[src/rtl/btb_update_ctrl.sv]
// btb_update_ctrl: queues resolved-branch updates from EX and feeds them to
// the BTB's single update port, one per cycle. A same-set update directly
// following another is held back one cycle so the BTB's read-modify-write of
// set data and LRU observes the preceding write. A flush request discards
// everything queued and sweeps an invalidate across all sets.
module btb_update_ctrl #(
    parameter int DEPTH    = 4,
    parameter int NUM_SETS = 8,
    parameter int INDEX_W  = 3
) (
    input  logic                     clk,
    input  logic                     rst_n,
    input  logic                     req_valid,
    output logic                     req_ready,
    input  logic [31:0]              req_pc,
    input  logic [31:0]              req_target,
    input  logic                     req_mispredicted,
    input  logic                     flush_req,
    output logic                     flush_busy,
    output logic                     btb_update,
    output logic [31:0]              btb_update_pc,
    output logic [31:0]              btb_update_target,
    output logic                     btb_mispredicted,
    output logic                     btb_inv,
    output logic [INDEX_W-1:0]       btb_inv_index,
    output logic [$clog2(DEPTH):0]   pending_count
);

    localparam int PW = $clog2(DEPTH);
    localparam int CW = PW + 1;
    localparam logic [INDEX_W-1:0] LAST_SET = INDEX_W'(NUM_SETS - 1);

    typedef enum logic {
        ST_IDLE  = 1'b0,
        ST_FLUSH = 1'b1
    } state_t;

    state_t              state_q, state_d;
    logic [PW-1:0]       rd_ptr_q, rd_ptr_d;
    logic [PW-1:0]       wr_ptr_q, wr_ptr_d;
    logic [CW-1:0]       count_q, count_d;
    logic                upd_q, upd_d;
    logic [31:0]         upd_pc_q, upd_pc_d;
    logic [31:0]         upd_tgt_q, upd_tgt_d;
    logic                upd_mis_q, upd_mis_d;
    logic                inv_q, inv_d;
    logic [INDEX_W-1:0]  inv_idx_q, inv_idx_d;
    logic                busy_q, busy_d;

    // Entry storage; no reset needed since occupancy alone defines validity.
    logic [31:0] fifo_pc  [DEPTH];
    logic [31:0] fifo_tgt [DEPTH];
    logic        fifo_mis [DEPTH];

    logic [31:0]        head_pc;
    logic [INDEX_W-1:0] head_idx;
    logic               hazard;
    logic               push;
    logic               pop;

    assign head_pc  = fifo_pc[rd_ptr_q];
    assign head_idx = head_pc[INDEX_W+1:2];
    // The update in flight targets the same set as the head: wait one cycle.
    assign hazard   = upd_q && (head_idx == upd_pc_q[INDEX_W+1:2]);

    // A full FIFO refuses even when a pop happens this edge (no same-cycle refill).
    assign req_ready = (count_q < CW'(DEPTH)) && (state_q != ST_FLUSH) && !flush_req;
    assign push      = req_valid && req_ready;
    assign pop       = (state_q == ST_IDLE) && !flush_req && (count_q != '0) && !hazard;

    // Write accepted updates at the tail.
    always_ff @(posedge clk) begin
        if (push) begin
            fifo_pc[wr_ptr_q]  <= req_pc;
            fifo_tgt[wr_ptr_q] <= req_target;
            fifo_mis[wr_ptr_q] <= req_mispredicted;
        end
    end

    // Next-state, FIFO bookkeeping and registered BTB-port outputs.
    always_comb begin
        state_d   = state_q;
        rd_ptr_d  = rd_ptr_q;
        wr_ptr_d  = wr_ptr_q;
        count_d   = count_q;
        upd_d     = 1'b0;
        upd_pc_d  = upd_pc_q;
        upd_tgt_d = upd_tgt_q;
        upd_mis_d = upd_mis_q;
        inv_d     = inv_q;
        inv_idx_d = inv_idx_q;
        busy_d    = busy_q;

        case (state_q)
            ST_IDLE: begin
                if (flush_req) begin
                    state_d   = ST_FLUSH;
                    rd_ptr_d  = '0;
                    wr_ptr_d  = '0;
                    count_d   = '0;
                    inv_d     = 1'b1;
                    inv_idx_d = '0;
                    busy_d    = 1'b1;
                end else begin
                    if (pop) begin
                        upd_d     = 1'b1;
                        upd_pc_d  = head_pc;
                        upd_tgt_d = fifo_tgt[rd_ptr_q];
                        upd_mis_d = fifo_mis[rd_ptr_q];
                        rd_ptr_d  = rd_ptr_q + PW'(1);
                    end
                    if (push) begin
                        wr_ptr_d = wr_ptr_q + PW'(1);
                    end
                    count_d = count_q + CW'(push) - CW'(pop);
                end
            end
            ST_FLUSH: begin
                if (flush_req) begin
                    inv_idx_d = '0;
                end else if (inv_idx_q == LAST_SET) begin
                    state_d   = ST_IDLE;
                    inv_d     = 1'b0;
                    inv_idx_d = '0;
                    busy_d    = 1'b0;
                end else begin
                    inv_idx_d = inv_idx_q + INDEX_W'(1);
                end
            end
            default: begin
                state_d = ST_IDLE;
            end
        endcase
    end

    // State register with asynchronous reset to the idle, empty condition.
    always_ff @(posedge clk or negedge rst_n) begin
        if (!rst_n) begin
            state_q   <= ST_IDLE;
            rd_ptr_q  <= '0;
            wr_ptr_q  <= '0;
            count_q   <= '0;
            upd_q     <= 1'b0;
            upd_pc_q  <= '0;
            upd_tgt_q <= '0;
            upd_mis_q <= 1'b0;
            inv_q     <= 1'b0;
            inv_idx_q <= '0;
            busy_q    <= 1'b0;
        end else begin
            state_q   <= state_d;
            rd_ptr_q  <= rd_ptr_d;
            wr_ptr_q  <= wr_ptr_d;
            count_q   <= count_d;
            upd_q     <= upd_d;
            upd_pc_q  <= upd_pc_d;
            upd_tgt_q <= upd_tgt_d;
            upd_mis_q <= upd_mis_d;
            inv_q     <= inv_d;
            inv_idx_q <= inv_idx_d;
            busy_q    <= busy_d;
        end
    end

    assign btb_update        = upd_q;
    assign btb_update_pc     = upd_pc_q;
    assign btb_update_target = upd_tgt_q;
    assign btb_mispredicted  = upd_mis_q;
    assign btb_inv           = inv_q;
    assign btb_inv_index     = inv_idx_q;
    assign flush_busy        = busy_q;
    assign pending_count     = count_q;

endmodule

[config.mk]
export PLATFORM = sky130hd
export DESIGN_NAME = btb_update_ctrl
export DESIGN_NICKNAME = d
export VERILOG_FILES = /design/src/rtl/btb_update_ctrl.sv
export SDC_FILE = /design/constraint.sdc
export NUM_CORES = 1
export LEC_CHECK = 0
export CAP_MARGIN = 20
export CORE_MARGIN = 3
export CORE_UTILIZATION = 55
export CTS_CLUSTER_SIZE = 25
export DETAILED_ROUTE_END_ITERATION = 16
export MAX_ROUTING_LAYER = met4
export PLACE_DENSITY = 0.8
export RECOVER_POWER = 100
export SLEW_MARGIN = 20
export SYNTH_ARGS = -nofsm -noshare
export SYNTH_HDL_FRONTEND = slang
export SYNTH_SLANG_ARGS = --single-unit
[constraint.sdc]
create_clock -name clk -period 3.6 [get_ports clk]
set_clock_uncertainty 0.2 [all_clocks]
set_input_delay 0.54 -clock clk [delete_from_list [all_inputs] [get_ports clk]]
set_output_delay 0.54 -clock clk [all_outputs]
set_load 0.02 [all_outputs]
; ---- Yosys cells after proc, flatten, opt, wreduce, memory -nomap -nowiden
; Memories as Yosys holds them, arrays and structs flattened. A register that Yosys moved wholly into a read port is not among the register bits.
; Cells that the tools add are included.
[totals]
reg_bits = 45
in_bits = 69
output_inout_bits = 75
word_cells = 64
ram_bits = 260
mem_count = 3
[mem_list]
columns = memory, words, word_bits, read_ports, rd_ports_with_merged_regs, wr, line
row1 = fifo_pc, 4, 32, 1, 0, 1, 51  ; logic [31:0] fifo_pc [DEPTH];
row2 = fifo_tgt, 4, 32, 1, 1, 1, 52  ; logic [31:0] fifo_tgt [DEPTH];
row3 = fifo_mis, 4, 1, 1, 1, 1, 53  ; logic fifo_mis [DEPTH];
[classes]
n_eq_ne = 5
addsub = 5
bitwise_logic = 2
order_cmp = 1
n_reduce_logical = 18
n_mux = 22
[op_table]
columns = operator, count
row1 = 2-to-1 mux 3 bit, 4
row2 = 2-to-1 mux 1 bit, 11
row3 = 2-to-1 mux 2 bit, 4
row4 = logical AND 1 bit, 7
row5 = one-hot mux 3 bit (2 select lines), 1
row6 = AND reduction 3 bit, 2
row7 = "adder 2 x 1 -> 2 bit, second input constant", 2
row8 = logical NOT 1 bit, 4
row9 = "inequality test 2 bit, second input constant", 2
row10 = one-hot mux 1 bit (2 select lines), 2
row11 = AND reduction 2 bit, 2
row12 = nonzero test 2 bit, 2
row13 = adder 3 x 1 -> 3 bit, 1
row14 = "adder 3 x 1 -> 3 bit, second input constant", 1
row15 = equality test 3 bit, 1
row16 = "equality test 3 bit, second input constant", 1
row17 = "less-than comparator 3 bit, second input constant", 1
row18 = nonzero test 3 bit, 1
row19 = subtractor 3 x 1 -> 3 bit, 1
row20 = "inequality test 2 x 1 -> 1 bit, second input constant", 1
row21 = inverter 1 bit, 2

; ---- Depth between registers and ports, before layout
; Gate-level depths: netlist of the first run.
; An unclocked memory read counts as a cell.
[depth]
ltp_word = 8
depth_mapped = 15

; ---- Least setup slack after synthesis of the first run
; No wires, ideal clock.
[synth_path]
kind = input -> register
start = in flush_req
end = mem fifo_mis[1] (enable)
arrival_time_ps = 3118
setup_ps = 430
setup_slack_ps = -148
n_path_buf = 1
stages = 3
cell_sequence = clkbuf_1 > nor3_1 > and3_1
[synth_via]
elab_chain_cells = 5
[synth_rtl]
columns = element, line
row1 = start: declaration, 18  ; input logic flush_req,
row2 = logical NOT 1 bit, 67  ; assign req_ready = (count_q < CW'(DEPTH)) && (state_q != ST_FLUSH) && !flush_req;
row3 = logical AND 1 bit, 67
row4 = named net req_ready, 14  ; output logic req_ready,
row5 = logical AND 1 bit, 68  ; assign push = req_valid && req_ready;
row6 = 2-to-1 mux 1 bit, 73  ; if (push) begin
row7 = 2-to-1 mux 1 bit (not written as such), 76  ; fifo_mis[wr_ptr_q] <= req_mispredicted;
row8 = end: declaration, 53
; The timed path passes the listed nets, and every way through them passes these cells.

; ---- Worst setup path in the final report of the first run
[layout_path]
start = reg rd_ptr_q[1]
end = reg count_q[2], in the netlist pending_count[2]
[layout_via]
elab_chain_cells = 7
[layout_rtl]
columns = element, line
row1 = start: declaration, 39  ; logic [PW-1:0] rd_ptr_q, rd_ptr_d;
row2 = start signal: assignment, 152  ; rd_ptr_q <= rd_ptr_d;
row3 = memory read (4 x 32 bit), --
row4 = equality test 3 bit, 64  ; assign hazard = upd_q && (head_idx == upd_pc_q[INDEX_W+1:2]);
row5 = logical AND 1 bit, 64
row6 = logical NOT 1 bit, 69  ; assign pop = (state_q == ST_IDLE) && !flush_req && (count_q != '0) && !hazard;
row7 = logical AND 1 bit, 69
row8 = subtractor 3 x 1 -> 3 bit, 115  ; count_d = count_q + CW'(push) - CW'(pop);
row9 = 2-to-1 mux 3 bit, 96  ; if (flush_req) begin
row10 = end signal: assignment, 154  ; count_q <= count_d;
row11 = end: declaration, 41  ; logic [CW-1:0] count_q, count_d;
; Every way passes these cells.
; A chain may end at the register's enable or synchronous reset.

==> metrics.md, run 1 <==
| Metric | Value |
|---|---|
| Vias | 6057 |
| Final Setup Violations | 0 |
| Avg Vias per Cell | 5.81 |
| # Post-CTS Setup Buffers | 0 |
| Seq/Total Area, Yosys | 77.1% |
| Hold Crit Class | flop to flop |
| CTS sink cnt | 338 |
| WS Path Type | flop to flop |
| Starting Density | 56.9% |
| Leak | 5.74 nW |
| Crit path launch type | flop |
| Count leader, synth | edfxtp_1 |
| #FFs+latches synth | 338 |
| Most common flop cell mapped by yosys | edfxtp_1 |
| Fmax | 0.306 GHz |
| Worst Max-Slew Pin Slew | 1400 ps |
| Async S/R FF share, synth | 23.1% |
| Die Height | 158 µm |
| Psw | 0.00191 W |
| Detailed-route DRC error count | 0 |
| Post-synth EDFFs | 260 |
| Ratio of cells with drive above 1 in the final layout | 21.3% |
| Total of max-cap violations | 0 |
| Global-route wire length before repair | about 38000 µm |
| Number of placement rows | 54 |
| Post-DP HPWL | 14600 µm |
| Vias in the first global route | between 6000 and 7000 |
| Core region area | 22200 µm² |
| CP Max Fanout | 20 |
| Die width | ~160 µm |
| TritonCTS clock tree | done |
| PD cells | between 500 and 600 nW/µm² |
| Crit path required time | 3780 ps |
| Post-synthesis mux area share | roughly a fifth |
| R2r setup slk | 330 ps |
| CTS Buf Count | 35 |
| Port bufs | about 140 |
| Unrepaired setup endpoints after global routing | false |
| Sequential cell fraction of total power | 48.9% |
| Drt total wl | approximately 25000 µm |
| Placer Congestion | roughly 0.80 |
| Largest family of logic cells by synthesized area | multiplexers |
| Critical Path AT | 3440 ps |
| Synth area leader | edfxtp_1 |
| Max IR drop VDD | ~0.5 mV |
| Max Buffers Root-to-Sink | 3 |
| WL per Instance | 23.7 µm |
| Hold slack final | 284 ps |
| Cells after synthesis | 552 |
| Worst rel slew slack | 6.49% |
| Starting DRT DRC Count | 424 |
| Fin cells | 1043 |
| Post-synthesis compound-gate area fraction | 0.603% |
| Worst setup EP type | flop |
| Power Internal | a little over 0.007 W |
| Remaining Overflow, GRT | 0 |
| Synth Warn # | 0 |
| Final Hold Fails | 0 |
| Clock power share | around two fifths |
| Largest net degree at the start of global routing | 66 |
| Nets | 803 |
| Slew Viols, Final | 0 |
| Post-Synthesis Mean Instance Area | 22.9 µm² |
| Area Overhead vs Synth | 23.0% |
| Initial antenna violation count | 11 |
| Simple-gate share of the synthesized area | less than 1% |
| Unique masters post-synth | 28 |
| Setup TNS | 0 ps |
| Comb power frac | slightly below 10% |
| Ranking of synthesized cells by area | edfxtp_1, dfrtp_1, mux4_2, mux2_4, mux2_2 |
| Clk root buf | clkbuf_16 |
| DR pass1 iterations | 5 |
| Outcome | complete, no violations |
| Post-Synth XOR/XNOR Area | 0.346% |
| Reg clk slew, reported paths | 60 ps |
| GRT Resource Usage Total | a little over a fifth |
| Synth top area share | 61.7% |
| Mapped Area | 12700 µm² |
| Dpl cells | 967 |
| Htree depth | 2 |
| Commonest cells post-synth | edfxtp_1, dfrtp_1, mux4_2 |
| Top Ports | 144 |
| Sw frac | between 20% and 30% |
| Tmin final | 3270 ps |
| Die ar. | 24900 µm² |
| Syn nets | between 600 and 700 |
| Clock latency on the worst-skew pair | 510 ps |
| Synth Area in Adders | less than 1% |
| Period Utilization, post-route | 90.7% |
| Final ANT Viol Nets | 0 |
power by group through the flow:
stage          Sequential [W]  Combinational [W]  Clock, W
2_1_floorplan         0.00458           0.000455         0
3_3_place_gp          0.00448           0.000976         0
3_5_place_dp          0.00449           0.000995         0
4_1_cts               0.00441            0.00101   0.00378
5_1_grt               0.00441           0.000958   0.00396
6_report              0.00440           0.000893   0.00371
sequential cells by signal (all words and copies together) (netlist names), 2 cells and up:
name	flops
btb_update_pc	32
rd_ptr_q	2
wr_ptr_q	2
btb_update_target	32
fifo_tgt	128
btb_inv_index	3
fifo_pc	128
fifo_mis	4
pending_count	3
final timing paths:
check	startpoint	to	cells after the start
max	rd_ptr_q[1]	pending_count[2]	12
min	btb_update_pc[26]	btb_update_pc[26]	1
max reg2reg	rd_ptr_q[1]	pending_count[2]	12
min reg2reg	btb_update_pc[26]	btb_update_pc[26]	1
max in group asynchronous	rst_n	rd_ptr_q[1]	3
min in group asynchronous	rst_n	btb_mispredicted	2
layout make-up:
type	count	area, µm²
flip-flops and latches	338	9770
fillers	1339	6670
multi-input cells	183	2610
repair buffers	161	1580
clock buffers	56	1030
well taps	280	350
clock inverters	8	180
diodes	11	27.5
inverters	6	22.5
cells in the final DEF, fill, tap and decap left out, types with 4 or more instances in the layout:
| master | Yosys | final |
|---|---|---|
| inv_1 | 6 | 6 |
| mux2_2 | 29 | 29 |
| buf_4 | 3 | 5 |
| nand2b_1 | 5 | 5 |
| ha_1 | 8 | 8 |
| mux4_2 | 65 | 65 |
| xnor2_1 | 4 | 4 |
| clkbuf_1 | 11 | 19 |
| nand2_1 | 6 | 6 |
| edfxtp_1 | 260 | 260 |
| and3_1 | 4 | 4 |
| diode_2 | 0 | 11 |
| mux2_1 | 0 | 37 |
| bufinv_16 | 0 | 5 |
| dlygate4sd3_1 | 0 | 142 |
| clkbuf_16 | 0 | 36 |
| clkbuf_2 | 0 | 5 |
| dfrtp_1 | 78 | 76 |
| clkbuf_8 | 0 | 5 |
| a21oi_1 | 4 | 4 |
stage by stage:
step	total power [W]	util (%)	cell area (µm²)	setup WS, ps
after floorplan	0.00504	-	12700	302
after detailed placement	0.00548	65.4	14500	312
after CTS	0.00920	70.8	15700	301
after global routing	0.00933	70.0	15600	166
after global placement	0.00546	65.4	14500	364
final	0.00901	70.0	15600	334
cell families (layout without fill, tap and decap cells):
group,after synthesis,count (layout)
fa+ha+maj,9,9
compound gates,12,12
other cells,0,11
xor+xnor,5,5
flops,338,338
buf+inv,31,231
simple gates,23,23
mux,134,134
worst max-delay path, stage by stage, from the launching register on:
cell     delay, ps
dfrtp_4        600
mux4_2         380
xnor2_1        310
a41oi_4        150
ha_1           310
inv_1           50
ha_1           140
inv_1           60
fa_1           370
xnor2_1        230
nor3_1          90
a21oi_1        130
o21ai_0         90
routing by layer:
layer  track usage, %  up-vias  share of wire, %
met3             5.00       38               7.3
li1                 -     2605                 -
met2             33.2      252                51
met4             6.12        0               2.1
met1             27.6     3162                40
met5                -        -                 0
repair_timing:
| item | 4_1_cts | 5_1_grt |
|---|---|---|
| hold buffers | 1 | 0 |
| endpoints found under the setup margin | 0 | 0 |
| endpoints found under the hold margin | 44 | 0 |
| resized for setup | 0 | 0 |
No activity file was read; power rests on OpenSTA's default activity.
==> run 2, diff against run 1 <==
--- a/config.mk
+++ b/config.mk
@@ -5,7 +5,6 @@
 export SDC_FILE = /design/constraint.sdc
 export NUM_CORES = 1
 export LEC_CHECK = 0
-export CAP_MARGIN = 20
 export CORE_MARGIN = 3
 export CORE_UTILIZATION = 55
 export CTS_CLUSTER_SIZE = 25
==> results of run 2 <==
Final layout, timing and power as in run 1 (identical DEF).
